===== config.mk =====
export PLATFORM = sky130hd
export DESIGN_NAME = pipe_stage_elastic
export DESIGN_NICKNAME = d
export VERILOG_FILES = /design/src/rtl/pipe_pkg.sv /design/src/rtl/pipe_slot.sv /design/src/rtl/pipe_stage_elastic.sv
export SDC_FILE = /design/constraint.sdc
export NUM_CORES = 1
export LEC_CHECK = 0
export BUFFER_PORTS_ARGS = -buffer_cell sky130_fd_sc_hd__clkbuf_2
export CORE_MARGIN = 2
export CORE_UTILIZATION = 49
export DETAILED_ROUTE_END_ITERATION = 7
export HOLD_SLACK_MARGIN = 0.1
export PLACE_DENSITY = 0.86
export RECOVER_POWER = 100
export SLEW_MARGIN = 20
export SYNTH_ARGS = -nofsm -noshare
export SYNTH_HDL_FRONTEND = slang
export SYNTH_SLANG_ARGS = --single-unit

===== constraint.sdc =====
create_clock -name clk -period 1.6 [get_ports clk]
set_input_delay 0.32 -clock clk [delete_from_list [all_inputs] [get_ports clk]]
set_output_delay 0.32 -clock clk [all_outputs]
set_load 0.05 [all_outputs]

===== src/rtl/pipe_pkg.sv =====
// Shared types and constants for the elastic pipeline stage.
//   NOP_INSTR : instruction word presented for bubbles and after reset
//   ctrl_t    : packed control vector carried alongside each instruction
//   data_t    : packed data vector carried alongside each instruction
package pipe_pkg;

    localparam logic [31:0] NOP_INSTR = 32'h0000_0013;

    typedef struct packed {
        logic       rf_wr;
        logic       csr_rf_wr;
        logic       csr_rf_rd;
        logic [1:0] wb_sel;
        logic [4:0] mem_op;
        logic [1:0] pad;
    } ctrl_t;

    localparam int CTRL_W = $bits(ctrl_t);

    // rsvd is a spare lane so later fields can be added without changing
    // the width seen by every stage boundary.
    typedef struct packed {
        logic [31:0] pc;
        logic [31:0] alu;
        logic [31:0] data_wr;
        logic [31:0] csr_wdata;
        logic [11:0] csr_addr;
        logic [31:0] rsvd;
    } data_t;

    localparam int DATA_W = $bits(data_t);

endpackage


===== src/rtl/pipe_slot.sv =====
// One valid bit plus payload register.
//   clk, rst  : clock, async active-low reset
//   load_i    : capture d_i and set valid (wins over clear_i)
//   clear_i   : drop valid; payload is kept so out_data can hold its value
//   d_i       : payload in
//   valid_o   : slot holds an entry
//   q_o       : payload out
module pipe_slot #(
    parameter int W = 8
) (
    input  logic         clk,
    input  logic         rst,
    input  logic         load_i,
    input  logic         clear_i,
    input  logic [W-1:0] d_i,
    output logic         valid_o,
    output logic [W-1:0] q_o
);

    logic         valid_q;
    logic [W-1:0] data_q;

    always_ff @(posedge clk or negedge rst) begin
        if (!rst) begin
            valid_q <= 1'b0;
            data_q  <= '0;
        end else if (load_i) begin
            valid_q <= 1'b1;
            data_q  <= d_i;
        end else if (clear_i) begin
            valid_q <= 1'b0;
        end
    end

    assign valid_o = valid_q;
    assign q_o     = data_q;

endmodule


===== src/rtl/pipe_stage_elastic.sv =====
// Elastic pipeline register between two core stages (valid/ready).
//   clk, rst                      : clock, async active-low reset
//   flush                         : drop every held entry this cycle
//   in_valid/in_ready             : upstream handshake
//   in_instr/in_ctrl/in_data      : upstream payload
//   out_valid/out_ready           : downstream handshake
//   out_instr/out_ctrl/out_data   : head payload (instr/ctrl masked on bubbles)
//   occupancy                     : entries currently held (0..2)
module pipe_stage_elastic
    import pipe_pkg::*;
#(
    parameter int          CTRL_W    = pipe_pkg::CTRL_W,
    parameter int          DATA_W    = pipe_pkg::DATA_W,
    parameter logic [31:0] NOP_INSTR = pipe_pkg::NOP_INSTR,
    parameter bit          SKID_EN   = 1'b1
) (
    input  logic              clk,
    input  logic              rst,
    input  logic              flush,
    input  logic              in_valid,
    output logic              in_ready,
    input  logic [31:0]       in_instr,
    input  logic [CTRL_W-1:0] in_ctrl,
    input  logic [DATA_W-1:0] in_data,
    output logic              out_valid,
    input  logic              out_ready,
    output logic [31:0]       out_instr,
    output logic [CTRL_W-1:0] out_ctrl,
    output logic [DATA_W-1:0] out_data,
    output logic [1:0]        occupancy
);

    localparam int         PW      = 32 + CTRL_W + DATA_W;
    localparam logic [1:0] OCC_MAX = SKID_EN ? 2'd2 : 2'd1;

    logic [PW-1:0] in_pl;
    logic [PW-1:0] main_pl;
    logic [PW-1:0] main_d;
    logic [PW-1:0] skid_pl;
    logic          main_v;
    logic          skid_v;
    logic          main_load;
    logic          main_clear;
    logic          skid_load;
    logic          skid_clear;
    logic          accept;
    logic          retire;
    logic [1:0]    occ_q;
    logic [1:0]    occ_d;

    assign in_pl  = {in_instr, in_ctrl, in_data};
    assign accept = in_valid & in_ready & ~flush;
    assign retire = main_v & out_ready;

    // Skid only fills while the head is stalled, and in_ready is low while
    // it is full, so a retire never coincides with accept and a full skid.
    always_comb begin
        main_load  = 1'b0;
        main_clear = 1'b0;
        skid_load  = 1'b0;
        skid_clear = 1'b0;
        main_d     = in_pl;
        if (flush) begin
            main_clear = 1'b1;
            skid_clear = 1'b1;
        end else if (retire) begin
            if (skid_v) begin
                main_load  = 1'b1;
                main_d     = skid_pl;
                skid_clear = 1'b1;
            end else if (accept) begin
                main_load = 1'b1;
            end else begin
                main_clear = 1'b1;
            end
        end else if (accept) begin
            if (!main_v) begin
                main_load = 1'b1;
            end else begin
                skid_load = 1'b1;
            end
        end
    end

    pipe_slot #(.W(PW)) u_main (
        .clk     (clk),
        .rst     (rst),
        .load_i  (main_load),
        .clear_i (main_clear),
        .d_i     (main_d),
        .valid_o (main_v),
        .q_o     (main_pl)
    );

    generate
        if (SKID_EN) begin : g_skid
            pipe_slot #(.W(PW)) u_skid (
                .clk     (clk),
                .rst     (rst),
                .load_i  (skid_load),
                .clear_i (skid_clear),
                .d_i     (in_pl),
                .valid_o (skid_v),
                .q_o     (skid_pl)
            );
            // skid_v comes straight from a flop, so in_ready is registered.
            assign in_ready = ~skid_v;
        end else begin : g_noskid
            logic unused_skid;
            assign unused_skid = skid_load ^ skid_clear;
            assign skid_v      = 1'b0;
            assign skid_pl     = '0;
            assign in_ready    = ~main_v | out_ready;
        end
    endgenerate

    always_comb begin
        occ_d = occ_q;
        if (flush) begin
            occ_d = 2'd0;
        end else begin
            case ({accept, retire})
                2'b10:   occ_d = occ_q + 2'd1;
                2'b01:   occ_d = occ_q - 2'd1;
                default: occ_d = occ_q;
            endcase
        end
    end

    always_ff @(posedge clk or negedge rst) begin
        if (!rst) begin
            occ_q <= 2'd0;
        end else begin
            occ_q <= occ_d;
        end
    end

    occ_range: assert property (@(posedge clk) disable iff (!rst) occ_q <= OCC_MAX);

    // Bubbles must never carry a live control word downstream.
    assign out_valid = main_v;
    assign out_instr = main_v ? main_pl[PW-1 -: 32] : NOP_INSTR;
    assign out_ctrl  = main_v ? main_pl[DATA_W +: CTRL_W] : '0;
    assign out_data  = main_pl[DATA_W-1:0];
    assign occupancy = occ_q;

endmodule


[Word level (Yosys, flattened, before mapping)]
Index checks and enable logic that the tools add are counted.
Word-level totals
  register bits: 436
  input port bits: 221
  output and inout bits: 220
  word-level logic and storage cells: 45
Cells by class
  add/sub/neg operators: 2
  equal/unequal tests: 2
  multiplexer cells: 28
  bitwise gates (word level): 5
  reductions and logical operators: 3
Operators by type and width (count)
  $mux 216: 3
  $mux 32: 1
  $mux 1: 21
  $mux 12: 1
  $pmux 2 s2: 1
  $reduce_bool 2->1: 2
  $and 1x1->1: 3
  $reduce_bool 3->1: 1
  $add 2x1->2 const B: 1
  $eq 2x1->1 const B: 1
  $eq 2x2->1 const B: 1
  $mux 2: 1
  $not 1->1: 2
  $sub 2x1->2 const B: 1

[Longest topological paths before layout]
  word-level depth: 9
  gate-level depth with buffers: 8
  mapped depth without buffers: 4

[Modules after synthesis]
Synthesis repeated with hierarchy kept, for this count alone.
Second synthesis, totals
  cells, all modules: 1233
  area total of the unflattened synthesis: 20266.9 um^2
By module, submodules not included
  pipe_slot: times used 2, cells each 459, area each 8578.2 um^2, seq. area each 5430.2 um^2
  pipe_stage_elastic: times used 1, cells each 315, area each 3110.5 um^2, seq. area each 50.0 um^2

[Least setup slack after synthesis]
OpenSTA, ideal clock, no wires.
  kind: flip-flop to output port
  from: register u_main.valid_q, in the netlist u_main.valid_o
  to: output out_ctrl[0]
  arrival time: 1.797 ns
  data required time: 1.280 ns
  slack: -0.517 ns
  stages on the path, launching flop included: 5
  path buffers: 3
  cell sequence: dfrtp_1 -> buf_2 -> clkbuf_1 -> clkbuf_1 -> and2_1
On the way
  longest elaborated chain between the ends: 1
Ends and longest elaborated chain
  start: declaration: RTL line pipe_slot.sv:20  | logic valid_q;
  start signal: assignment: RTL line pipe_slot.sv:25  | valid_q <= 1'b0;
  start signal: assignment: RTL line pipe_slot.sv:28  | valid_q <= 1'b1;
  start signal: assignment: RTL line pipe_slot.sv:31  | valid_q <= 1'b0;
  $mux 12: RTL line pipe_stage_elastic.sv:143  | assign out_ctrl = main_v ? main_pl[DATA_W +: CTRL_W] : '0;
  end: declaration: RTL line pipe_stage_elastic.sv:28  | output logic [CTRL_W-1:0] out_ctrl,
Every way passes these cells.

[Worst setup path in the final report]
  from: register u_main.valid_q, in the netlist u_main.valid_o
  to: register u_main.data_q[138], in the netlist u_main.q_o[138]
On the way
  longest elaborated chain between the ends: 4
  elaborated cells between the ends (all ways): 7
  those cells by class: mux (6); bitwise (1)
Ends and longest elaborated chain
  $mux 1: RTL line pipe_stage_elastic.sv:77  | if (!main_v) begin
  $mux 1: RTL line pipe_stage_elastic.sv:76  | end else if (accept) begin
  $mux 1: RTL line pipe_stage_elastic.sv:66  | end else if (retire) begin
  $mux 1: RTL line pipe_stage_elastic.sv:63  | if (flush) begin
  end signal: assignment: RTL line pipe_slot.sv:29  | data_q <= d_i;
  end: declaration: RTL line pipe_slot.sv:21  | logic [W-1:0] data_q;
Several ways; a longest one is shown, not always the timed one.
A chain may end at the register's enable or synchronous reset.

==> flow_metrics.tcl <==
set metrics [dict create \
    status "complete, but fails checks" \
    failed_checks "negative setup slack" \
    p_total_uw 39070 \
    grt_pass1_vias 18187 \
    drt-initial-drc-count 1577 \
    max_slew_margin_pct 44.26 \
    grt.overflow.total 0 \
    fill_cells 1910 \
    max_cap_viol_count 0 \
    synth_area_per_cell_um2 11.97 \
    worstMarginPinSlew_ps 836.1 \
    drt-wirelength-per-cell_um 29.52 \
    htreeDepth 2 \
    vdd_drop_max_mv 1.106 \
    start_util_pct 49.49 \
    start_kind "register" \
    critPathRequiredTime_ps 2050 \
    cts.sinks 436 \
    cp_slowest_stage_delay_ps 460 \
    cp_top_family "buffers and inverters" \
    grt_usage_pct 33.69 \
    fp-row-count 73 \
    yosysTopAreaCellShare_pct 55.62 \
    synth_area_mm2 0.01962 \
    finalSetupViolations 515 \
    num_vias 17689 \
    yosysSeqAreaShare_pct 55.62 \
    grt_max_degree 57 \
    clk-insertion-delay-late_ps 570 \
    hold_ws_ps 354.3 \
    crit_chain "buf_6, nand2_4, or3_4, buf_12, buf_12, mux2i_4, a21oi_2" \
    grt_pass1_wl_um 106800 \
    core_area_mm2 0.03964 \
    post_drt_via_cell_ratio 6.181 \
    worstPathMaxFanout 16 \
    antenna_left 0 \
    synth_most_common_cell "dfrtp_1" \
    synthesis.nets 1860 \
    yosys.area.top_type "dfrtp_1" \
    cts-buffers-inserted 45 \
    yosysUniqueCellTypes 24 \
    path_buf_inv 3 \
    critPathArrivalTime_ps 2630 \
    async_flop_share_pct 100.0 \
    hold_viol 0 \
    hpwl_um 33860 \
    slew_violations 0 \
    die_w_um 204.1 \
    die_h_um 204.1 \
    antenna_found_initial 4 \
    fin_crit_sh_pct 136.4 \
    synth_common_cells "436 x dfrtp_1, 220 x a21oi_1, 218 x nor2_1" \
    worst_path_max_delay_cell "or3_4" \
    min_period_ps 2182 \
    io_pins 441 \
    synth_edf_count 0 \
    nNetsFinal 2520 \
    place_congestion 0.8294 \
    grt_setup_unrepaired "yes" \
    leakagePower_uw 0.01457 \
    ys.flop_type "dfrtp_1" \
    drc 0 \
    cts_root_buf "clkbuf_16" \
    yosys_warnings 0 \
    clk_path_buf_depth 3 \
    dieArea_mm2 0.04165 \
    power_density_mw_per_mm2 1278 \
    wl_um 84500 \
    criticalPathCategory "register to register" \
    path_clk_slew_ps 70 \
    end_kind "register" \
    drive_gt1_share_pct 54.80 \
    hp-class "primary input to register" \
    max_freq_mhz 458.4 \
    postSynthCellCount 1639 \
    firstDrtPassIters 5 \
    syn_to_final_growth_pct 55.87 \
    place_ws_ps -184.3 \
    cts_tree "yes" \
    yosys-top-cells-area "dfrtp_1 56%, mux2_2 12%, mux2i_1 11%" \
    fin_worst_skew_ps 20.25 \
    cp_common_cell "buf_12" \
    port_buffers 440 \
    setup_slack_ps -581.7 \
    fin_util_pct 77.13 \
    ys_ff_latch 436 \
]
==> layout make-up <==
type                    count  area [um^2]  share of cell area [%]
diodes                      3        7.507                 0.02455
clock buffers              66         1348                   4.407
clock inverters            16        166.4                  0.5443
inverters                   2        7.507                 0.02455
multi-input cells         928         8584                   28.08
flip-flops and latches    436        10910                   35.69
well taps                 525        656.9                   2.148
repair buffers            886         8892                   29.08
==> through the flow <==
step / setup TNS [ps] / cells / cell area (um^2)
2_1_floorplan: -61450 / 1639 / 19920
3_3_place_gp: -15410 / 2447 / 22350
3_5_place_dp: -40960 / 2447 / 22350
4_1_cts: -119980 / 2829 / 28630
5_1_grt: -176610 / 2862 / 30580
6_report: -170350 / 2862 / 30580
==> state kept, by name (all words and copies together) (netlist names) <==
name                   count
g_skid.u_skid.q_o        216
g_skid.u_skid.valid_o      1
u_main.valid_o             1
occupancy                  2
u_main.q_o               216
==> final timing paths <==
path                                  startpoint                     end  slack, ps  cells after the start
setup / recovery                  u_main.valid_o         u_main.q_o[138]       -580                      7
hold / removal                          in_valid          u_main.valid_o        350                      5
setup reg to reg                  u_main.valid_o         u_main.q_o[138]       -580                      7
hold reg to reg            g_skid.u_skid.q_o[85]   g_skid.u_skid.q_o[85]        500                      1
max in group asynchronous                    rst   g_skid.u_skid.q_o[81]         80                      3
min in group asynchronous                    rst  g_skid.u_skid.q_o[165]        460                      2
==> metal layers <==
layer  GRT usage, %  vias up  part of all wire [%]  wire (um)
met3          6.362      633                   9.1       7710
li1               -     6791                     -          -
met2          59.10     1528                    49      41690
met1          37.57     8735                    32      27260
met4          21.61        2                   9.3       7821
met5              0        -                 0.013         11
==> where the power goes <==
part           switching (uW)  internal (uW)
Clock                    4810           6350
Sequential               2320          13600
Combinational            7320           4680
==> cells in the final DEF (no fill, tap or decap), drive strengths merged <==
cell type / synthesis / layout
diode: 0 / 3
nand3: 1 / 1
dfrtp: 436 / 436
dlygate4sd3: 0 / 220
nand2: 2 / 2
bufbuf: 0 / 4
nor3b: 1 / 1
clkinv: 0 / 11
and2: 41 / 41
or3: 1 / 1
a211oi: 1 / 1
clkbuf: 29 / 512
mux2: 217 / 217
buf: 244 / 216
nor2b: 1 / 1
nor3: 1 / 1
a221oi: 1 / 1
inv: 2 / 4
o21ai: 1 / 1
a21oi: 220 / 220
mux2i: 216 / 216
xnor2: 1 / 1
bufinv: 0 / 3
nor2: 218 / 218
xor2: 1 / 1
nand2b: 4 / 4
==> kinds of logic (layout without fill, tap and decap cells) <==
kind of cell              Yosys count  after routing  synth area share (%)
and+or+nand+nor                   270            270                 5.798
muxes                             433            433                 23.48
buffers and inverters             275            970                 9.204
other                               0              3                     0
AOI/OAI and AO/OA                 223            223                 5.811
DFF                               436            436                 55.62
xor gates and xnor gates            2              2               0.08931
==> what timing repair did <==
| item | 4_1_cts | 5_1_grt |
|---|---|---|
| pin swaps | 42 | 28 |
| hold endpoints to repair | 712 | 0 |
| setup endpoints to repair | 474 | 503 |
| gates resized for setup | 219 | 412 |
| hold buffers | 220 | 0 |
| setup buffers | 37 | 25 |
| gates cloned | 43 | 24 |
==> tightest hold or removal path, stage by stage <==
cell and delay [ps]:
clkbuf_2 150, nand2b_4 120, buf_4 110, buf_4 130
a21oi_1 60
Power figures use the tool's default switching activity.
